### src/rtl/calc_result_display.sv
// Latches a sign-magnitude result and shows it on a 4-digit, active-low, multiplexed 7-seg display.
// A new value reaches the display only at frame boundaries. Optional macro: CALC_DISP_LZS_EN (blank a zero tens digit).
module calc_result_display #(
   parameter int REFRESH_DIV = 50000
) (
   input  logic       clk,
   input  logic       rst_n,
   input  logic       load,
   input  logic       sign_in,
   input  logic [3:0] mag_in,
   output logic [3:0] an,
   output logic [6:0] seg,
   output logic       pending,
   output logic       frame
);
   localparam logic [15:0] PRESC_MAX = 16'(REFRESH_DIV - 1);
   localparam logic [6:0]  SEG_MINUS = 7'b0111111;
   localparam logic [6:0]  SEG_BLANK = 7'b1111111;

   logic [15:0] presc_q, presc_d;
   logic [1:0]  idx_q, idx_d;
   logic [4:0]  shadow_q, shadow_d;   // {sign, mag}
   logic [4:0]  disp_q, disp_d;
   logic        pending_q, pending_d;
   logic        frame_q, frame_d;
   logic [3:0]  an_q, an_d;
   logic [6:0]  seg_q, seg_d;
   logic        wrap, boundary;
   logic [3:0]  mag, ones;
   logic        tens;

   function automatic logic [6:0] seg7(input logic [3:0] d);
      case (d)
         4'd0:    seg7 = 7'b1000000;
         4'd1:    seg7 = 7'b1111001;
         4'd2:    seg7 = 7'b0100100;
         4'd3:    seg7 = 7'b0110000;
         4'd4:    seg7 = 7'b0011001;
         4'd5:    seg7 = 7'b0010010;
         4'd6:    seg7 = 7'b0000010;
         4'd7:    seg7 = 7'b1111000;
         4'd8:    seg7 = 7'b0000000;
         4'd9:    seg7 = 7'b0010000;
         default: seg7 = SEG_BLANK;
      endcase
   endfunction

   always_comb begin
      wrap     = (presc_q == PRESC_MAX);
      boundary = wrap && (idx_q == 2'd3);
      presc_d  = wrap ? 16'd0 : presc_q + 16'd1;
      idx_d    = wrap ? idx_q + 2'd1 : idx_q;
      shadow_d = load ? {sign_in, mag_in} : shadow_q;
      frame_d  = boundary && pending_q;
      // The display takes the pre-load shadow, so a load on the boundary waits a full frame.
      disp_d    = frame_d ? shadow_q : disp_q;
      pending_d = load || (pending_q && !frame_d);
   end

   always_comb begin
      mag  = disp_q[3:0];
      tens = (mag >= 4'd10);
      ones = tens ? mag - 4'd10 : mag;
      an_d = ~(4'b0001 << idx_q);
      case (idx_q)
         2'd0: seg_d = seg7(ones);
`ifdef CALC_DISP_LZS_EN
         2'd1: seg_d = tens ? seg7(4'd1) : SEG_BLANK;
`else
         2'd1: seg_d = seg7({3'b000, tens});
`endif
         // Negative zero shows no minus.
         2'd2: seg_d = (disp_q[4] && (mag != 4'd0)) ? SEG_MINUS : SEG_BLANK;
         default: seg_d = SEG_BLANK;
      endcase
   end

   always_ff @(posedge clk or negedge rst_n) begin
      if (!rst_n) begin
         presc_q   <= 16'd0;
         idx_q     <= 2'd0;
         shadow_q  <= 5'd0;
         disp_q    <= 5'd0;
         pending_q <= 1'b0;
         frame_q   <= 1'b0;
         an_q      <= 4'b1111;
         seg_q     <= SEG_BLANK;
      end else begin
         presc_q   <= presc_d;
         idx_q     <= idx_d;
         shadow_q  <= shadow_d;
         disp_q    <= disp_d;
         pending_q <= pending_d;
         frame_q   <= frame_d;
         an_q      <= an_d;
         seg_q     <= seg_d;
      end
   end

   assign an      = an_q;
   assign seg     = seg_q;
   assign pending = pending_q;
   assign frame   = frame_q;
endmodule

### config.mk
export PLATFORM = sky130hd
export DESIGN_NAME = calc_result_display
export DESIGN_NICKNAME = d
export VERILOG_FILES = /design/src/rtl/calc_result_display.sv
export SDC_FILE = /design/constraint.sdc
export NUM_CORES = 1
export LEC_CHECK = 0
export BUFFER_PORTS_ARGS = -buffer_cell sky130_fd_sc_hd__buf_2
export CORE_MARGIN = 2
export CORE_UTILIZATION = 52
export CTS_CLUSTER_SIZE = 20
export DETAILED_ROUTE_END_ITERATION = 12
export PLACE_DENSITY = 0.75
export RECOVER_POWER = 25
export SLEW_MARGIN = 20
export SYNTH_ARGS = -nofsm -noshare
export SYNTH_HDL_FRONTEND = slang
export SYNTH_SLANG_ARGS = --single-unit
### constraint.sdc
create_clock -name clk -period 1.9 [get_ports clk]
set_input_delay 0.475 -clock clk [delete_from_list [all_inputs] [get_ports clk]]
set_output_delay 0.475 -clock clk [all_outputs]
set_load 0.02 [all_outputs]
==> impl.org, run 1 <==
** Routing
- First-pass detailed-route iteration total :: 5
- The final route contains 1463 vias.
- Post-route DRC violation count :: 0
- Number of vias per cell :: 5.500
- The detailed router finished its first iteration with 105 violations.
- In the final routed layout, each cell accounts on average for 14.03 um.
- The count of nets left with antenna violations once routing finished came out at 0.
- Summed over all layers, the routed wires come to 3.732 mm.

** Clocking
- CTS Hold Bufs :: 0
- Total clock buffers created by CTS :: 5
- Clock-pin slew was measured on the worst setup and hold paths at 70 ps.
- No sink is reached through more buffers than the 2 on the longest clock path.
- For this design, the sink count on the clock tree is 41.
- The later pin in the worst-skew pair is clocked with a latency of 290 ps.
- The root buffer cell chosen for the clock tree is clkbuf_8.
- Post-CTS setup buffer count :: 0
- The clock tree synthesis step divided the H-tree into 2 levels.
- Post-CTS repair changed the size of 0 cells.
- TritonCTS built the clock tree.

** Power and ir drop
- Total power density per cell area :: 634.7 nW/um^2
- Max VDD drop :: 0.0004389 V
- For this design the static power due to leakage is 1.100 nW.
- The design draws 0.001493 W.

** Run status
- The run finished with clean final reports.

** Min path
- In this run the worst hold path is classified as in2async.

** Yosys
- The number of nets handed over by synthesis was 203.
- Sequential share of the synthesized area :: 50.76%
- Post-synthesis area per instance :: 11.07 um^2
- Count of state elements after synthesis :: 41
- Yosys attributes the largest share of cell area to dfrtp_1, dfstp_2, ha_1.
- The synthesized design spends more area on one cell type than any other, namely dfrtp_1.
- Summed over its instances, the top area cell type makes up 36.65% of the synthesized netlist area.
- Yosys instantiated no cell more often than dfrtp_1.
- Distinct cells, synth :: 41
- Number of enable-type register cells in the synthesized netlist :: 0
- Yosys printed 0 warnings.
- Cell area after technology mapping :: 2048 um^2
- Counting flops with an async set or reset pin after synthesis yields a share of 100.0%.
- Post-Synthesis Cells :: 185
- Among all flip-flop cells after synthesis, the most frequent one is dfrtp_1.
- By count the netlist is led by dfrtp_1, nor2_1, inv_1, dfstp_2, o21ai_0.

** Cells and area
- Filler Cell Count :: 295
- Share of layout cells above drive strength 1 :: 28.90%
- Area growth from synthesis to layout :: 14.84%
- The sequential cells in the finished layout cover a total of 1040 um^2.
- Cells fill 63.30% of the core in the end.
- Net total in the final layout :: 235
- Number of diodes :: 0
- Combined area of the multi-input logic cells :: 923.4 um^2

** Global route
- First-pass GRT wire length :: 6.423 mm
- For this run, the total global-route usage over all layers was measured as 19.39%.
- The initial antenna violation count came to 0.
- Overall overflow remaining after global route :: 0
- Maximum number of pins on one net before global-route repair :: 24
- The number of global-route vias before repair was 1402.

** Worst setup path
- STA classifies the critical path endpoint as a flip-flop.
- Max Fanout on Critical Path :: 5
- Crit Path Category :: reg2reg
- Crit path launch type :: flip-flop
- For the worst setup path, the data required time is 2070 ps.
- Reg-to-reg slack, setup :: 130 ps
- For the worst setup path, the data arrival time is 1950 ps.

** Timing
- Final period utilization :: 93.39%
- Worst relative slew slack :: 35.11%
- For the pin with the worst max-slew slack, the measured transition is 973.3 ps.
- Setup repair after global routing left no endpoint under its margin.
- The final hold violation count was 0.
- On the final layout, the worst hold slack is 311.4 ps.
- The routed design could run at a clock period as short as 1774 ps.
- Number of setup violations in the final report :: 0
- Once routing completed, OpenROAD measured the worst setup slack at 125.6 ps.
- Adding up every negative setup slack in the final design gives 0 ps.
- Clock skew on the completed layout was measured at 7.430 ps.
- The max-slew violation total from the final report is 0.
- Highest Clock Rate :: 563.6 MHz

** Floorplanning
- Number of primary I/O pins :: 21
- Measured along the y axis, the die boundary spans 66.76 um.
- Core area :: 3716 um^2
- Once the floorplan was initialized, standard cells occupied 55.12% of the core.
- The die covers 4457 um^2.
- The initialized floorplan defines 22 standard-cell rows.
- In this run the horizontal extent of the chip is 66.76 um.

** Placement
- Placement-stage worst setup slack :: 64.52 ps
- Once detailed placement completed, the half-perimeter wirelength came to 2.906 mm.
- Port buffering added 20 buffers.
- Final weighted congestion in routability-driven placement :: 0.8528

** Flow run
- Max-cap violations in this run came to 0.
[where the power goes]
group / switching, W / internal [W] / total, W
registers: 0.00000598 / 0.000884 / 0.000890
logic: 0.0000214 / 0.0000152 / 0.0000365
clock network: 0.000270 / 0.000296 / 0.000566
total: 0.000298 / 0.00120 / 0.00149
[cell type report]
class | instances | area share, %
flip-flops and latches | 41 | 44.20
multi-input cells | 124 | 39.26
repair buffers | 33 | 8.245
clock buffers | 8 | 3.830
well taps | 48 | 2.553
inverters | 12 | 1.915
[worst max-delay path: stages, from the launching register on]
cell and delay (ps):
dfrtp_1 390, ha_1 220, and3_1 220, and4_1 220, and3_2 290, mux2_4 320
[cell families after synthesis]
group                    count (synthesis)  synth area share [%]
AND/OR/NAND/NOR                         55                 15.09
flip-flops                              41                 50.76
AO/OA/AOI/OAI                           34                 10.75
buffers and inverters                   20                 4.459
XOR/XNOR                                15                 6.414
multiplexers                            10                 6.414
adder cells (fa/ha/maj)                 10                 6.109
[worst paths after layout]
path                                      start                      end  depth (start not counted)
min reg2reg                presc_q[0]$_DFF_PN0_     presc_q[0]$_DFF_PN0_                          1
max reg2reg                presc_q[0]$_DFF_PN0_    disp_q[2]$_DFFE_PN0P_                          5
max in group asynchronous                 rst_n          an[0]$_DFF_PN1_                          2
min in group clk                      mag_in[0]  shadow_q[0]$_DFFE_PN0P_                          2
min                                       rst_n     presc_q[6]$_DFF_PN0_                          1
max                        presc_q[0]$_DFF_PN0_    disp_q[2]$_DFFE_PN0P_                          5
[sequential cells by signal, indices dropped and copies added, names as in the netlist]
name	flops
frame	1
pending	1
idx_q	2
seg	7
presc_q	16
an	4
disp_q	5
shadow_q	5
[metal layers]
metal  vias up  GRT usage (%)  share of wire, %
li1        713              -                 -
met1       680          25.85                45
met2        61          30.50                46
met3         9          4.561               6.7
met4         0          7.653               2.0
met5         -              0                 0
[layout by cell type (no fill, tap or decap), types with 2 or more instances in the layout]
cell type and instances:
nor2b_1 2, nand2b_1 3, clkbuf_1 3, nor2_1 14, nor4b_1 2, o21ai_0 10
nor4bb_1 2, nand2_1 6, clkbuf_8 6, nand4_1 4, a21oi_1 6, o31ai_1 2
mux2_4 5, a31oi_1 3, dfrtp_1 30, buf_2 19, nor4_1 2, mux2_2 5
nor3_1 2, and3_1 4, buf_4 12, and4b_1 2, ha_1 10, o21a_1 2
xor2_1 5, inv_1 12, dfstp_2 11, xnor2_1 10, and4_1 2, nand3_1 7
a21o_1 2
[per-stage QoR]
stage,instance area (um^2),instances
after floorplan,2048,185
final,2352,266
after CTS,2362,266
after global placement,2272,258
after global routing,2352,266
after detailed placement,2272,258
Power figures use the tool's default switching activity.
==> run 2, diff against run 1 <==
- CORE_UTILIZATION: 52 -> 50
- PLACE_DENSITY: 0.75 -> 0.72
- SETUP_SLACK_MARGIN: not set -> 0.3
==> run 2 against run 1 <==
Net effect: fmax increased by 6.6%; sequential share of layout area is 3.3 points lower; critical path depth decreased by 1; clock skew fell by 3.3 ps; cell area grew 8.5%; routed wire length is 7.0% higher; combinational power up 1%; flip-flop and latch count stayed put; total power up 0.19%; count of clock-buffer cells in the layout stayed put; via count increased by 4.6%.
==> impl.org, run 2 (synthesis gave the netlist of run 1 again) <==
** Clocking
- In this run the number of H-tree levels came out at 2.
- Clock tree from TritonCTS :: yes
- Clock tree buffer depth :: 2
- Clk pin slew, worst setup/hold paths :: 70 ps
- The clock reaches the later pin of the worst-skew pair after 290 ps.
- Total clock buffers created by CTS :: 5
- The tree is rooted in a clkbuf_8.
- The clock drives 41 sinks.

** Global route
- Tot GR Track Use :: 19.22%
- Maximum number of pins on one net before global-route repair :: 42
- First-pass GRT wire length :: 6.575 mm
- Number of antenna violations at the first check in global routing :: 0
- The number of global-route vias before repair is 1402.
- Global routing finished with a remaining overflow of 0.

** Flow run
- Max Cap Violations :: 0

** Timing
- Across all hold checks on the routed design, the worst slack comes to 410.2 ps.
- Highest Clock Rate :: 600.9 MHz
- Number of setup violations in the final report :: 0
- Slew of the pin with the lowest slew margin :: 955.1 ps
- For the final routed database, the setup TNS stands at 0 ps.
- Worst relative slew slack :: 36.33%
- Setup repair after global routing missed its margin :: yes
- The worst path needs 1664 ps of the cycle, external delays included.
- Dividing the final minimum period by the clock period gives 87.59%.
- Hold Fails Final Rpt :: 0
- The max-slew violation total from the final report was 0.
- The clock arrives with 4.166 ps of skew.

** Routing
- The first detailed-routing pass ran for 5 iterations.
- Using the TritonRoute via totals, the vias-per-cell ratio works out to 5.426.
- Overall routed net length :: 3.993 mm
- Antenna viol nets, final :: 0
- Average wire length per cell after detail routing :: 14.16 um
- The final route contains 1530 vias.
- Post-route DRC violation count :: 0
- Number of violations reported at the end of detailed-routing iteration 0 :: 65

** Floorplanning
- The die covers 4625 um^2.
- The initial utilization of the core area, before any placement, comes to 51.58%.
- Row generation in the floorplan step produced 23 rows.
- The die is 68.01 um tall.
- The die is 68.01 um wide.
- Core area :: 3971 um^2
- Number of primary I/O pins :: 21

** Cells and area
- Compared with the post-synthesis result, the final layout area differs by 24.62%.
- The net count of the finished layout is 249.
- Leaving out fill and tap cells, the most frequent cell in the layout is dfrtp_1.
- Once layout is complete, the utilization of the core stands at 64.27%.
- Top library cells by usage in the layout, fill and taps aside :: dfrtp_1, buf_4, buf_2
- Max FFs per register :: 16
- Share of layout cells above drive strength 1 :: 40.95%
- 0 antenna diodes ended up in the layout.
- Counting flops per register, the top entry is presc_q.

** Worst setup path
- Critical path capture point type :: flip-flop
- Max Fanout on Critical Path :: 5
- The worst setup path is of the reg2reg kind.
- Arrival time at the worst endpoint :: 1840 ps
- Delay of the slowest critical-path stage :: 410 ps
- Reg-to-reg slack, setup :: 240 ps
- Crit path launch type :: flip-flop
- Worst-path cell with the longest stage delay :: dfrtp_1
- Cells traversed along the worst timing path :: nor4bb_4, and4_1, and3_4, mux2_4
- CP required :: 2080 ps

** Placement
- Summed over all nets, the half-perimeter wirelength after detailed placement is 2.729 mm.
- Routability-driven placement finished with a final weighted congestion of 0.8581.
- Number of port buffers :: 20

** Power and ir drop
- Leak Pwr :: 1.174 nW
- For this design the ratio of total power to cell area is 586.0 nW/um^2.
- Pwr Total :: 0.001496 W
- The worst-case IR drop observed on VDD is 0.0005839 V.

** Min path
- The min-delay analysis places its worst path in the category in2async.

** Run status
- The flow ran to the end, and the final reports show no timing, DRC or antenna violations.
[run 2: cell types whose count changed in the layout (fill, tap and decap cells not counted), moves of 2 or more]
cell     before  now
and3_4        0    2
buf_4        12   25
ha_1         10    8
dfrtp_2       0    4
inv_2         0    2
inv_1        12   10
o21ai_0      10    8
dfrtp_1      30   26
[run 2: routing by layer]
layer | vias to the layer above | wire (um) | share of wire [%] | track usage, %
li1 | 749 | - | - | -
met1 | 739 | 1865 | 47 | 25.91
met2 | 38 | 1894 | 47 | 29.73
met3 | 4 | 194 | 4.9 | 5.592
met4 | 0 | 39 | 0.98 | 6.500
met5 | - | 0 | 0 | 0
[run 2: where the power goes]
| group | switching [W] | total, W | internal (W) |
|---|---|---|---|
| clock | 0.000271 | 0.000567 | 0.000296 |
| combinational | 0.0000216 | 0.0000370 | 0.0000154 |
| sequential | 0.00000727 | 0.000892 | 0.000884 |
| total | 0.000300 | 0.00150 | 0.00120 |
[run 2: per-stage QoR]
stage	setup WS, ps	std cells	instance area (um^2)
4_1_cts	248.5	271	2420
3_3_place_gp	191.8	254	2247
2_1_floorplan	166.9	185	2078
6_report	235.8	282	2552
5_1_grt	186.4	282	2552
3_5_place_dp	131.4	254	2247
[run 2: layout make-up]
type | count | area (um^2)
Fill cell | 307 | 1419
Sequential cell | 41 | 1045
Multi-Input combinational cell | 124 | 1006
Timing Repair Buffer | 47 | 304.0
Clock buffer | 8 | 90.09
Tap cell | 50 | 62.56
Inverter | 12 | 45.04
[run 2: final timing paths]
check                                             start  cells past startpoint                      end
min in group clk                              mag_in[2]                      2  shadow_q[2]$_DFFE_PN0P_
worst max-delay path              presc_q[13]$_DFF_PN0_                      4    disp_q[0]$_DFFE_PN0P_
worst min register to register  shadow_q[2]$_DFFE_PN0P_                      1    disp_q[2]$_DFFE_PN0P_
worst max register to register    presc_q[13]$_DFF_PN0_                      4    disp_q[0]$_DFFE_PN0P_
worst min-delay path                              rst_n                      2    presc_q[11]$_DFF_PN0_
max in group asynchronous                         rst_n                      2    disp_q[2]$_DFFE_PN0P_
[run 2: worst max-delay path: cells and delay by family, from the launching register on]
kind,cells,cell delay (ps)
AND/OR/NAND/NOR,3,830
flip-flops,1,410
multiplexers,1,310
[run 2: timing repair]
action	in CTS	in global routing
setup buffers	9	11
endpoints found under the setup margin	11	12
hold buffers	0	0
pin swaps	5	9
gates resized for setup	7	14
==> run 3, diff against run 2 <==
- SETUP_SLACK_MARGIN: 0.3 -> 0.4
- TNS_END_PERCENT: not set -> 20
==> run 3 against run 2 <==
Net effect: critical path depth stayed put; critical endpoint unchanged; routed wire length down 2.8%; non-clock buffer count fell by 4.
==> impl.org, run 3 (synthesis gave the netlist of run 1 again) <==
** Timing
- Max-slew violation total from the final report :: 0
- Of the available clock period, the critical path in the final layout requires 87.37%.
- After layout, the worst setup slack is 240.0 ps.
- The clock arrives with 5.636 ps of skew.
- The routed design could run at a clock period as short as 1660 ps.
- In this run the tightest slew margin relative to its limit is 38.05%.
- Across all hold checks on the routed design, the worst slack comes to 401.6 ps.
- Setup repair after global routing could not meet its margin everywhere.
- The final hold violation count is 0.
- Number of setup violations in the final report :: 0
- TNS Setup :: 0 ps
- Slew of the pin with the lowest slew margin :: 929.3 ps
- For this run, the top clock speed supported by timing is 602.4 MHz.

** Placement
- The placed instances occupy a cell area of 2247 um^2.
- At the placement stage, the worst setup path has a slack of 131.4 ps.
- DP HPWL :: 2.729 mm
- The congestion estimate from routability-driven global placement came to 0.8581.
- Number of port buffers :: 20

** Cells and area
- In the final layout, the share of cells above drive strength 1 is 37.28%.
- Register bank with the most flops :: presc_q
- Top library cells by usage in the layout, fill and taps aside :: dfrtp_1, buf_4, buf_2
- Max FFs per register :: 16
- In the final layout, the multi-input gates occupy 982.2 um^2.
- The layout has 316 filler cells.
- Net total in the final layout :: 245
- Compared with the post-synthesis result, the final layout area differs by 21.99%.
- Commonest non-fill, non-tap cell in the layout :: dfrtp_1
- Storage cell area :: 1045 um^2
- The finished cells cover 2499 um^2.
- 0 antenna diodes ended up in the layout.

** Floorplanning
- Die outline width :: 68.01 um
- Initial core utilization :: 51.58%
- Number of primary I/O pins :: 21
- Core area :: 3971 um^2
- The die is 68.01 um tall.
- In this run the core area contains 23 standard-cell rows.
- Die area :: 4625 um^2

** Global route
- After global routing the overflow that remains totals 0.
- Number of antenna violations at the first check in global routing :: 0
- Maximum number of pins on one net before global-route repair :: 42
- The first global-routing pass estimated 6.575 mm of wire.
- Global routing consumed, over all layers together, 19.22% of the routing resources.
- The number of global-route vias before repair was 1402.

** Clocking
- Root cell of the clock tree :: clkbuf_8
- Skew-Pair Late Insertion Delay :: 290 ps
- Total clock buffers created by CTS :: 5
- The H-tree was split into 2 levels.
- Counting along the longest clock path gives a buffer depth of 2.
- Clock tree from TritonCTS :: yes
- Counting every sink on the clock net gives 41.
- Clk pin slew, worst setup/hold paths :: 70 ps

** Routing
- Antenna viol nets, final :: 0
- The final route contains 1487 vias.
- Average wire length per cell after detail routing :: 13.96 um
- Number of vias per cell :: 5.349
- First-pass detailed-route iteration total :: 4
- The detailed router finished its first iteration with 50 violations.
- Overall routed net length :: 3.882 mm
- Post-route DRC violation count :: 0

** Worst setup path
- In this run the worst path has a maximum fanout of 5.
- STA classifies the critical path endpoint as a flip-flop.
- The worst setup path is of the reg2reg kind.
- Start of the worst register-to-register path :: presc_q[13]$_DFF_PN0_
- The setup check on the worst reg-to-reg path leaves a slack of 240 ps.
- For the worst flop-to-flop path, the logic depth is 4.
- STA classifies the critical path startpoint as a flip-flop.
- At the worst endpoint, the arrival time is 1840 ps.
- STA puts the critical path data required time at 2080 ps.
- Endpoint of the most critical register-to-register path :: disp_q[0]$_DFFE_PN0P_

** Power and ir drop
- In this run the static leakage power is 1.145 nW.
- Power spread over the standard cell area amounts to 597.8 nW/um^2.
- Max VDD drop :: 0.0005842 V

** Run status
- The run finished with clean final reports.

** Min path
- Class of the tightest hold or removal check :: in2async

** Flow run
- Max Cap Violations :: 0
## run 3: final cells by class
type	count	area share, %
Clock buffer	8	3.605
Inverter	12	1.803
Multi-Input combinational cell	124	39.31
Sequential cell	41	41.81
Tap cell	50	2.504
Timing Repair Buffer	43	10.97
## run 3: worst max path at each step
stage	end	cells after the start	slack, ps	from
finish	disp_q[0]$_DFFE_PN0P_	4	240	presc_q[13]$_DFF_PN0_
global route	disp_q[3]$_DFFE_PN0P_	4	190	presc_q[13]$_DFF_PN0_
CTS	disp_q[0]$_DFFE_PN0P_	4	250	presc_q[12]$_DFF_PN0_
detailed placement	seg[0]$_DFF_PN1_	6	130	disp_q[2]$_DFFE_PN0P_
global placement	seg[0]$_DFF_PN1_	6	190	disp_q[2]$_DFFE_PN0P_
floorplan	disp_q[0]$_DFFE_PN0P_	7	170	presc_q[0]$_DFF_PN0_
## run 3: report_power, final
| group | switching (W) | leakage, nW | internal [W] | total [W] |
|---|---|---|---|---|
| sequential | 0.00000751 | 0.496 | 0.000884 | 0.000892 |
| combinational | 0.0000212 | 0.604 | 0.0000154 | 0.0000366 |
| clock | 0.000269 | 0.0455 | 0.000296 | 0.000565 |
## run 3: per-layer routing
metal,part of all wire (%),GRT usage [%],up-vias
met5,0,0,-
met4,1.2,6.500,0
met3,6.1,5.592,6
met2,46,29.73,46
met1,47,25.91,696
li1,-,-,739
## run 3: timing repair
action                                  4_1_cts  5_1_grt
pin swaps                                     5        6
hold endpoints to repair                      0        0
buffers inserted                              9        7
resized for setup                             7        6
hold buffers                                  0        0
endpoints found under the setup margin       15       21
## run 3: worst max-delay path, stage by stage (launching register included)
cell      delay [ps]
dfrtp_1          410
nor4bb_4         320
and4_1           260
and3_4           250
mux2_4           310
## run 3: through the flow
| step | util (%) | cells | power (W) |
|---|---|---|---|
| floorplan | - | 185 | 0.0009175 |
| global placement | 56.58 | 254 | 0.0009441 |
| detailed placement | 56.58 | 254 | 0.0009473 |
| CTS | 60.93 | 271 | 0.001521 |
| global route | 62.92 | 278 | 0.001566 |
| finish | 62.92 | 278 | 0.001494 |
